File: src/rtl/pb_evt_pkg.sv
// Shared types and helpers for the push-button event arbiter.
package pb_evt_pkg;

    typedef enum logic {
        IDLE  = 1'b0,
        OFFER = 1'b1
    } state_t;

    localparam int MAX_PB  = 16;
    localparam int MAX_IDW = $clog2(MAX_PB);

    // Round-robin pick: first set bit at or above ptr, wrapping at MAX_PB.
    // Callers zero-extend narrower pend vectors, so the unused upper bits
    // never win and the wrap behaves as if it were at the real channel count.
    function automatic logic [MAX_IDW-1:0] next_rr(
        input logic [MAX_PB-1:0]  pend,
        input logic [MAX_IDW-1:0] ptr
    );
        logic [MAX_IDW-1:0] idx;
        logic [MAX_IDW-1:0] grant;
        logic               found;
        grant = ptr;
        found = 1'b0;
        for (int k = 0; k < MAX_PB; k++) begin
            idx = ptr + MAX_IDW'(k);
            if (!found && pend[idx]) begin
                grant = idx;
                found = 1'b1;
            end
        end
        return grant;
    endfunction

endpackage

File: src/rtl/pb_event_arbiter_if.sv
// Event handshake and status bundle between the arbiter and its consumer.
interface pb_event_arbiter_if #(
    parameter int NUM_PB = 4
);
    localparam int IDW = $clog2(NUM_PB);

    logic              evt_vld;
    logic              evt_rdy;
    logic [IDW-1:0]    evt_id;
    logic [NUM_PB-1:0] pend;
    logic [NUM_PB-1:0] ovf;
    logic              ovf_clr;

    modport master (
        output evt_vld, evt_id, pend, ovf,
        input  evt_rdy, ovf_clr
    );

    modport slave (
        input  evt_vld, evt_id, pend, ovf,
        output evt_rdy, ovf_clr
    );

endinterface

File: src/rtl/pb_rise_sync.sv
// Three-flop synchronizer for one raw button pin with rising-edge detect.
module pb_rise_sync (
    input  logic clk,
    input  logic rst,
    input  logic sig,
    output logic rise
);
    logic s1;
    logic s2;
    logic s3;

    // s1/s2 resolve metastability; s3 is the delayed copy used for edge detect.
    always_ff @(posedge clk or posedge rst) begin
        if (rst) begin
            s1 <= 1'b0;
            s2 <= 1'b0;
            s3 <= 1'b0;
        end else begin
            s1 <= sig;
            s2 <= s1;
            s3 <= s2;
        end
    end

    assign rise = s2 & ~s3;

endmodule

File: src/rtl/pb_event_arbiter.sv
// Collects debounced button rises and offers them round-robin on a
// valid/ready handshake.
//
//   state | meaning
//   ------+-----------------------------------------------------------
//   IDLE  | nothing offered; grant the next pending channel if any
//   OFFER | evt_vld high, evt_id frozen until the consumer takes it
module pb_event_arbiter
    import pb_evt_pkg::*;
#(
    parameter int NUM_PB      = 4,
    parameter int LOCKOUT_CYC = 16
) (
    input  logic              clk,
    input  logic              rst,
    input  logic [NUM_PB-1:0] pb_in,
    pb_event_arbiter_if.master bus
);
    localparam int IDW = $clog2(NUM_PB);
    localparam int LW  = (LOCKOUT_CYC > 0) ? $clog2(LOCKOUT_CYC + 1) : 1;

    state_t            state;
    state_t            state_nxt;
    logic [IDW-1:0]    evt_id_q;
    logic [IDW-1:0]    evt_id_nxt;
    logic [IDW-1:0]    ptr_q;
    logic [IDW-1:0]    ptr_nxt;
    logic [IDW-1:0]    grant;
    logic [NUM_PB-1:0] rise;
    logic [NUM_PB-1:0] accept;
    logic [NUM_PB-1:0] hs_vec;
    logic [NUM_PB-1:0] pend_q;
    logic [NUM_PB-1:0] ovf_q;
    logic [NUM_PB-1:0] pend_nxt;
    logic [NUM_PB-1:0] ovf_nxt;
    logic              hs;

    for (genvar i = 0; i < NUM_PB; i++) begin : g_ch
        logic [LW-1:0] lock_cnt;

        pb_rise_sync u_sync (
            .clk  (clk),
            .rst  (rst),
            .sig  (pb_in[i]),
            .rise (rise[i])
        );

        assign accept[i] = rise[i] & (lock_cnt == '0);

        // Lockout down-counter: reloaded only by an accepted rise, so
        // bounces inside the window neither register nor extend it.
        always_ff @(posedge clk or posedge rst) begin
            if (rst) begin
                lock_cnt <= '0;
            end else if (accept[i]) begin
                lock_cnt <= LW'(LOCKOUT_CYC);
            end else if (lock_cnt != '0) begin
                lock_cnt <= lock_cnt - LW'(1);
            end
        end
    end

    assign hs    = (state == OFFER) & bus.evt_rdy;
    assign grant = IDW'(next_rr(MAX_PB'(pend_q), MAX_IDW'(ptr_q)));

    // Decode the handshake to a one-hot channel vector.
    always_comb begin
        hs_vec = '0;
        for (int i = 0; i < NUM_PB; i++) begin
            hs_vec[i] = hs & (evt_id_q == IDW'(i));
        end
    end

    // A fresh rise on a channel being handshaken re-arms it without overflow.
    assign pend_nxt = accept | (pend_q & ~hs_vec);
    assign ovf_nxt  = bus.ovf_clr ? '0 : (ovf_q | (accept & pend_q & ~hs_vec));

    // Pending and sticky overflow flags.
    always_ff @(posedge clk or posedge rst) begin
        if (rst) begin
            pend_q <= '0;
            ovf_q  <= '0;
        end else begin
            pend_q <= pend_nxt;
            ovf_q  <= ovf_nxt;
        end
    end

    // FSM state, latched grant and round-robin pointer.
    always_ff @(posedge clk or posedge rst) begin
        if (rst) begin
            state    <= IDLE;
            evt_id_q <= '0;
            ptr_q    <= '0;
        end else begin
            state    <= state_nxt;
            evt_id_q <= evt_id_nxt;
            ptr_q    <= ptr_nxt;
        end
    end

    // Next-state logic; the grant is only sampled on IDLE->OFFER so the
    // offered id stays put while other channels come and go.
    always_comb begin
        state_nxt  = state;
        evt_id_nxt = evt_id_q;
        ptr_nxt    = ptr_q;
        case (state)
            IDLE: begin
                if (|pend_q) begin
                    state_nxt  = OFFER;
                    evt_id_nxt = grant;
                end
            end
            OFFER: begin
                if (bus.evt_rdy) begin
                    state_nxt = IDLE;
                    ptr_nxt   = (evt_id_q == IDW'(NUM_PB - 1)) ? '0 : evt_id_q + IDW'(1);
                end
            end
            default: state_nxt = IDLE;
        endcase
    end

    assign bus.evt_vld = (state == OFFER);
    assign bus.evt_id  = evt_id_q;
    assign bus.pend    = pend_q;
    assign bus.ovf     = ovf_q;

endmodule

File: src/flat_wrapper.sv
// flat-port wrapper written by rule: the top's interface ports become plain ports
module pb_event_arbiter_flat import pb_evt_pkg::*;
#(
    parameter int NUM_PB      = 4,
    parameter int LOCKOUT_CYC = 16
)
  (clk, rst, pb_in, bus_evt_vld, bus_evt_id, bus_pend, bus_ovf, bus_evt_rdy, bus_ovf_clr);
  pb_event_arbiter_if #(.NUM_PB(NUM_PB)) bus_i ();
  input  logic clk;
  input  logic rst;
  input  logic [NUM_PB-1:0] pb_in;
  output wire logic [$bits(bus_i.evt_vld)-1:0] bus_evt_vld;
  output wire logic [$bits(bus_i.evt_id)-1:0] bus_evt_id;
  output wire logic [$bits(bus_i.pend)-1:0] bus_pend;
  output wire logic [$bits(bus_i.ovf)-1:0] bus_ovf;
  input wire logic [$bits(bus_i.evt_rdy)-1:0] bus_evt_rdy;
  input wire logic [$bits(bus_i.ovf_clr)-1:0] bus_ovf_clr;
  assign bus_evt_vld = bus_i.evt_vld;
  assign bus_evt_id = bus_i.evt_id;
  assign bus_pend = bus_i.pend;
  assign bus_ovf = bus_i.ovf;
  assign bus_i.evt_rdy = bus_evt_rdy;
  assign bus_i.ovf_clr = bus_ovf_clr;
  pb_event_arbiter #(.NUM_PB(NUM_PB), .LOCKOUT_CYC(LOCKOUT_CYC)) u_core (.clk(clk), .rst(rst), .pb_in(pb_in), .bus(bus_i));
endmodule
File: config.mk
export PLATFORM = sky130hd
export DESIGN_NAME = pb_event_arbiter_flat
export DESIGN_NICKNAME = d
export VERILOG_FILES = /design/src/rtl/pb_evt_pkg.sv /design/src/rtl/pb_event_arbiter_if.sv /design/src/rtl/pb_rise_sync.sv /design/src/rtl/pb_event_arbiter.sv /design/src/flat_wrapper.sv
export SDC_FILE = /design/constraint.sdc
export NUM_CORES = 1
export LEC_CHECK = 0
export ABC_AREA = 1
export BUFFER_PORTS_ARGS = -buffer_cell sky130_fd_sc_hd__buf_2
export CORE_MARGIN = 5
export CORE_UTILIZATION = 53
export CTS_CLUSTER_SIZE = 12
export DETAILED_ROUTE_END_ITERATION = 16
export PLACE_DENSITY = 0.85
export SKIP_CTS_REPAIR_TIMING = 1
export SLEW_MARGIN = 20
export SYNTH_ARGS = -nofsm -noshare
export SYNTH_HDL_FRONTEND = slang
export SYNTH_HIERARCHICAL = 1
export SYNTH_SLANG_ARGS = --single-unit
export TNS_END_PERCENT = 50
File: constraint.sdc
create_clock -name clk -period 1.9 [get_ports clk]
set_input_delay 0.095 -clock clk [delete_from_list [all_inputs] [get_ports clk]]
set_output_delay 0.095 -clock clk [all_outputs]
set_load 0.05 [all_outputs]
Yosys cells after proc, flatten, opt, wreduce, memory -nomap -nowiden:

Cells that the tools add are included.

* register bits after elaboration: 45
* output and inout bits: 11
* logic and storage cells: 205
* bits of input ports: 8

* order comparisons: 16
* equality and inequality tests: 3
* bitwise operators: 24
* muxes and demuxes: 75
* reductions and logical operators: 46
* add/sub/neg operators: 20

Operators with widths (count)
* binary-select mux 1 bit (select 4 bit): 15
* less-than comparator 4 x 5 -> 1 bit (second input constant): 12
* 2-to-1 mux 5 bit: 8
* 2-to-1 mux 1 bit: 33
* 2-to-1 mux 2 bit: 16
* logical NOT 5 bit: 4
* nonzero test 5 bit: 4
* subtractor 5 x 1 -> 5 bit (second input constant): 4
* adder 2 x 3 -> 4 bit (second input constant): 4
* adder 2 x 4 -> 4 bit (second input constant): 4
* logical AND 1 bit: 15
* logical NOT 1 bit: 15
* less-than comparator 3 x 5 -> 1 bit (second input constant): 3
* AND 1 bit: 13
* AND 4 bit: 3
* adder 3 x 3 -> 4 bit (second input constant): 2
* bitwise OR 4 bit: 2
* nonzero test 2 bit: 4
* adder 2 x 2 -> 3 bit (second input constant): 2
* less-than comparator 2 x 5 -> 1 bit (second input constant): 1
* NOT 1 bit: 5
* adder 3 x 1 -> 4 bit (second input constant): 1
* adder 3 x 2 -> 4 bit (second input constant): 1
* == test 2 bit (second input constant): 2
* other kinds (10): 11

Longest topological paths before layout:

* word-level depth: 48
* depth in mapped cells: 13

By module:

Netlist, hierarchy kept.

Modules (own cells, without submodules)
* pb_event_arbiter: cells each 229, instances 1, sequential area each 825.8 um^2, area an instance 1856.8 um^2
* pb_rise_sync: cells each 6, instances 4, sequential area each 75.1 um^2, area an instance 88.8 um^2

Worst setup path before layout:

No wires, ideal clock.

* path type: register to register
* start point: register u_core.ptr_q[0]
* end point: register u_core.evt_id_q[0], in the netlist u_core/bus.evt_id[0]
* required time: 1779 ps
* buffers on the path: 0
* path slack: -13 ps
* stages on the path, launching flop included: 14
* arrival time: 1792 ps
* cell sequence: dfrtp_1 -> inv_2 -> ha_1 -> bufinv_8 -> nand3_2 -> nand2_2 -> nor2_4 -> nand3_1 -> nand2_1 -> nor2_2 -> nand2_1 -> nand2_1 -> nand3_1 -> nand2_1

* cells in the longest elaborated chain, start to end: 48

Ends and longest elaborated chain
* start: declaration: line pb_event_arbiter.sv:26 `logic [IDW-1:0] ptr_q;`
* start signal: assignment: line pb_event_arbiter.sv:98 `ptr_q <= ptr_nxt;`
* parallel branches: the longest is 47 deep, another holds adder 2 x 1 -> 3 bit
* 2-to-1 mux 2 bit *: line pb_evt_pkg.sv:26 `if (!found && pend[idx]) begin`
* end signal: assignment: line pb_event_arbiter.sv:97 `evt_id_q <= evt_id_nxt;`
* end: declaration: line pb_event_arbiter.sv:24 `logic [IDW-1:0] evt_id_q;`

Every way passes the cells marked *. The select of a mux whose other input is x is not followed.
A chain may end at the register's enable or synchronous reset.

Final worst setup path:

* start point: register u_core.ptr_q[1]
* end point: register u_core.evt_id_q[0], in the netlist u_core/bus.evt_id[0]

The elaborated chain is that of the path after synthesis.

==> results.md <==
- Ys async rst share: 100%
- Minimum clock period after layout: 1.78 ns
- Clock skew: 0.00959 ns
- #FFs+latches synth: 45
- Reg-to-reg slack, setup: 0.12 ns
- Synth Area per Inst: 8.74 sq um
- Vias: 1,699
- Worst hold stages: 2
- HP Class: input port to flip-flop
- DRC Markers: 0
- Worst setup margin: 0.120 ns
- Via/cell ratio: 5.01
- Routed wire length: 3900 um
- Chip width: 74.6 um
- Core area: 4030 sq um
- Synth Cell Area: 2210 sq um
- CTS buffer count: 5
- Setup CP Type: flip-flop to flip-flop
- Largest net degree at the start of global routing: 34
- Max Root-Sink Buffers: 2
- Antenna Nets Post-Route: 0
- GRT Residual Overflow: 0
- Fmax: 0.562 GHz
- Post-synth EDFFs: 0
- Routed len/inst: 11.5 um
- Syn-to-layout area delta: 15.7%
- Num ports: 19
- Ys flop type: dfrtp_1
- Post-place setup slack: 0.0780 ns
- Synth cell types: 26
- Hold_ws: 0.0161 ns
- Number of max-cap violations: 0
- Pwr dens: 1810 nW/um^2
- Post-synth top cells: 56 x nand2_1, 47 x inv_1, 45 x dfrtp_1
- Top post-synthesis cells by area: dfrtp_1 51%, nand2_1 9.5%, inv_1 8.0%, ha_1 5.7%, nand3_1 3.8%
- Initial antenna violation count: 0
- Antenna fix cells: 0
- First-pass GRT wire length: 7020 um
- Worst Setup End Kind: flip-flop
- Post-DP HPWL: 2930 um
- Crit share post-route: 93.7%
- Worst Max-Slew Pin Slew: 0.456 ns
- Setup violators final: 0
- Iter 0 DRT Violations: 76
- Clock Pin Slew Worst Setup and Hold Paths: 0.08 ns
- Post-layout net count: 308
- WP data required: 2.08 ns
- Die Area: 5570 sq um
- R2r worst-path depth: 13
- Status: finished, final reports clean
- Sequential fraction of the synthesis area: 50.9%
- Clock Sinks: 45
- Input/output buffers: 18
- Slew margin rel.: 69.3%
- Syn Inst Count: 253
- Setup crit start kind: flip-flop
- Post-synth top area share: 50.9%
- DR pass1 iterations: 4
- VDD IR max: 764 uV
- H-Tree Depth: 2
- Height of the die: 74.6 um
- FP Rows: 23
- Final Hold Viols: 0
- CP arrival: 1.96 ns
- CTS root buffer: clkbuf_8
- Layout cells sized above 1: 20.4%
- Total track usage: 16.5%
- Crit Path Max Fanout: 5
- Final slew viol count: 0
- CTS tree: built
- Cell with the most instances after synthesis: nand2_1
- Syn_nets: 271
- Initial Utilization: 54.9%
- Vias in the first global route: 1,745
- Worst skew pair latency: 0.29 ns
- Gpl congestion: 0.917
- Largest area contributor in the synthesized netlist: dfrtp_1
- Leakage power: 0.00139 uW
- Synth Warn #: 6
-- placed cells by master, fill, tap and decap left out, drive strengths merged --
| cell | n |
|---|---|
| nand3 | 20 |
| xnor2 | 3 |
| clkinv | 1 |
| dlygate4sd3 | 5 |
| nor2 | 28 |
| buf | 25 |
| nor3 | 1 |
| o21ai | 13 |
| inv | 48 |
| nor4 | 1 |
| bufinv | 1 |
| o22ai | 4 |
| xor2 | 1 |
| nand2 | 65 |
| o211ai | 1 |
| a21oi | 3 |
| nand4 | 6 |
| ha | 10 |
| a31oi | 3 |
| clkbuf | 5 |
| dfrtp | 45 |
-- logic make-up (layout without fill, tap and decap cells) --
| kind of cell | count (synthesis) | after routing | share of synthesized area [%] |
|---|---|---|---|
| adder cells (fa/ha/maj) | 10 | 10 | 5.66 |
| AO/OA/AOI/OAI | 24 | 24 | 6.62 |
| XOR/XNOR | 4 | 4 | 1.58 |
| AND/OR/NAND/NOR | 121 | 121 | 26.3 |
| buffers and inverters | 49 | 85 | 8.94 |
| flip-flops | 45 | 45 | 50.9 |
-- report_power, final --
part	switching, uW	internal, uW
sequential	242	1290
combinational	1570	998
clock	275	242
total	2090	2530
-- path summary, 6_finish.rpt --
kind | start | to
max in group asynchronous | rst | u_core/g_ch[2].lock_cnt[1]$_DFFE_PP0P_
min in group asynchronous | rst | u_core/g_ch[1].u_sync/s1$_DFF_PP0_
worst max register to register | u_core/ptr_q[1]$_DFFE_PP0P_ | u_core/bus.evt_id[0]$_DFFE_PP0P_
worst min-delay path | bus_ovf_clr | u_core/bus.ovf[3]$_DFF_PP0_
worst max-delay path | u_core/ptr_q[1]$_DFFE_PP0P_ | u_core/bus.evt_id[0]$_DFFE_PP0P_
worst min register to register | u_core/g_ch[0].u_sync/s1$_DFF_PP0_ | u_core/g_ch[0].u_sync/s2$_DFF_PP0_
-- per-stage QoR --
step | cell area (sq um) | util [%] | TNS, ns | total power, uW | std cells
final | 2560 | 63.5 | 0 | 4620 | 339
after global routing | 2560 | 63.5 | -0.0326 | 5090 | 339
after CTS | 2480 | 61.6 | 0 | 4550 | 331
after detailed placement | 2410 | 59.8 | 0 | 4010 | 325
after global placement | 2410 | 59.8 | 0 | 3910 | 325
after floorplan | 2220 | - | 0 | 3500 | 253
-- critical path, cell delays in order, from the launching register on --
cell,delay [ns]
dfrtp_1,0.39
inv_2,0.07
ha_4,0.29
bufinv_8,0.18
nand3_2,0.07
nand2_2,0.08
nor2_4,0.16
nand3_2,0.08
nand2_1,0.08
nor2_2,0.05
nand2_1,0.06
nand2_1,0.05
nand3_1,0.06
nand2_1,0.05
-- state kept, by name (all words and copies together), names as in the netlist --
name / flops
u_core/g_ch.lock_cnt: 20
u_core/bus.ovf: 4
u_core/bus.pend: 4
u_core/g_ch.u_sync/s1: 4
u_core/g_ch.u_sync/s2: 4
u_core/g_ch.u_sync/s3: 4
u_core/bus.evt_id: 2
u_core/ptr_q: 2
u_core/bus.evt_vld: 1
-- routing by layer --
| layer | vias to the layer above | GRT usage [%] | share of wire, % |
|---|---|---|---|
| li1 | 858 | - | - |
| met1 | 796 | 19.6 | 43 |
| met2 | 37 | 28.5 | 52 |
| met3 | 8 | 3.65 | 3.8 |
| met4 | 0 | 7.51 | 1.5 |
| met5 | - | 0 | 0 |
-- area by class of cell --
cell class,count,area (sq um)
fill,347,1470
sequential,45,1130
multi-input combinational,159,906
inverter,49,198
timing repair buffer,30,193
clock buffer,5,68.8
tap,50,62.6
clock inverter,1,5.00
(Power assumes the default switching activity.)
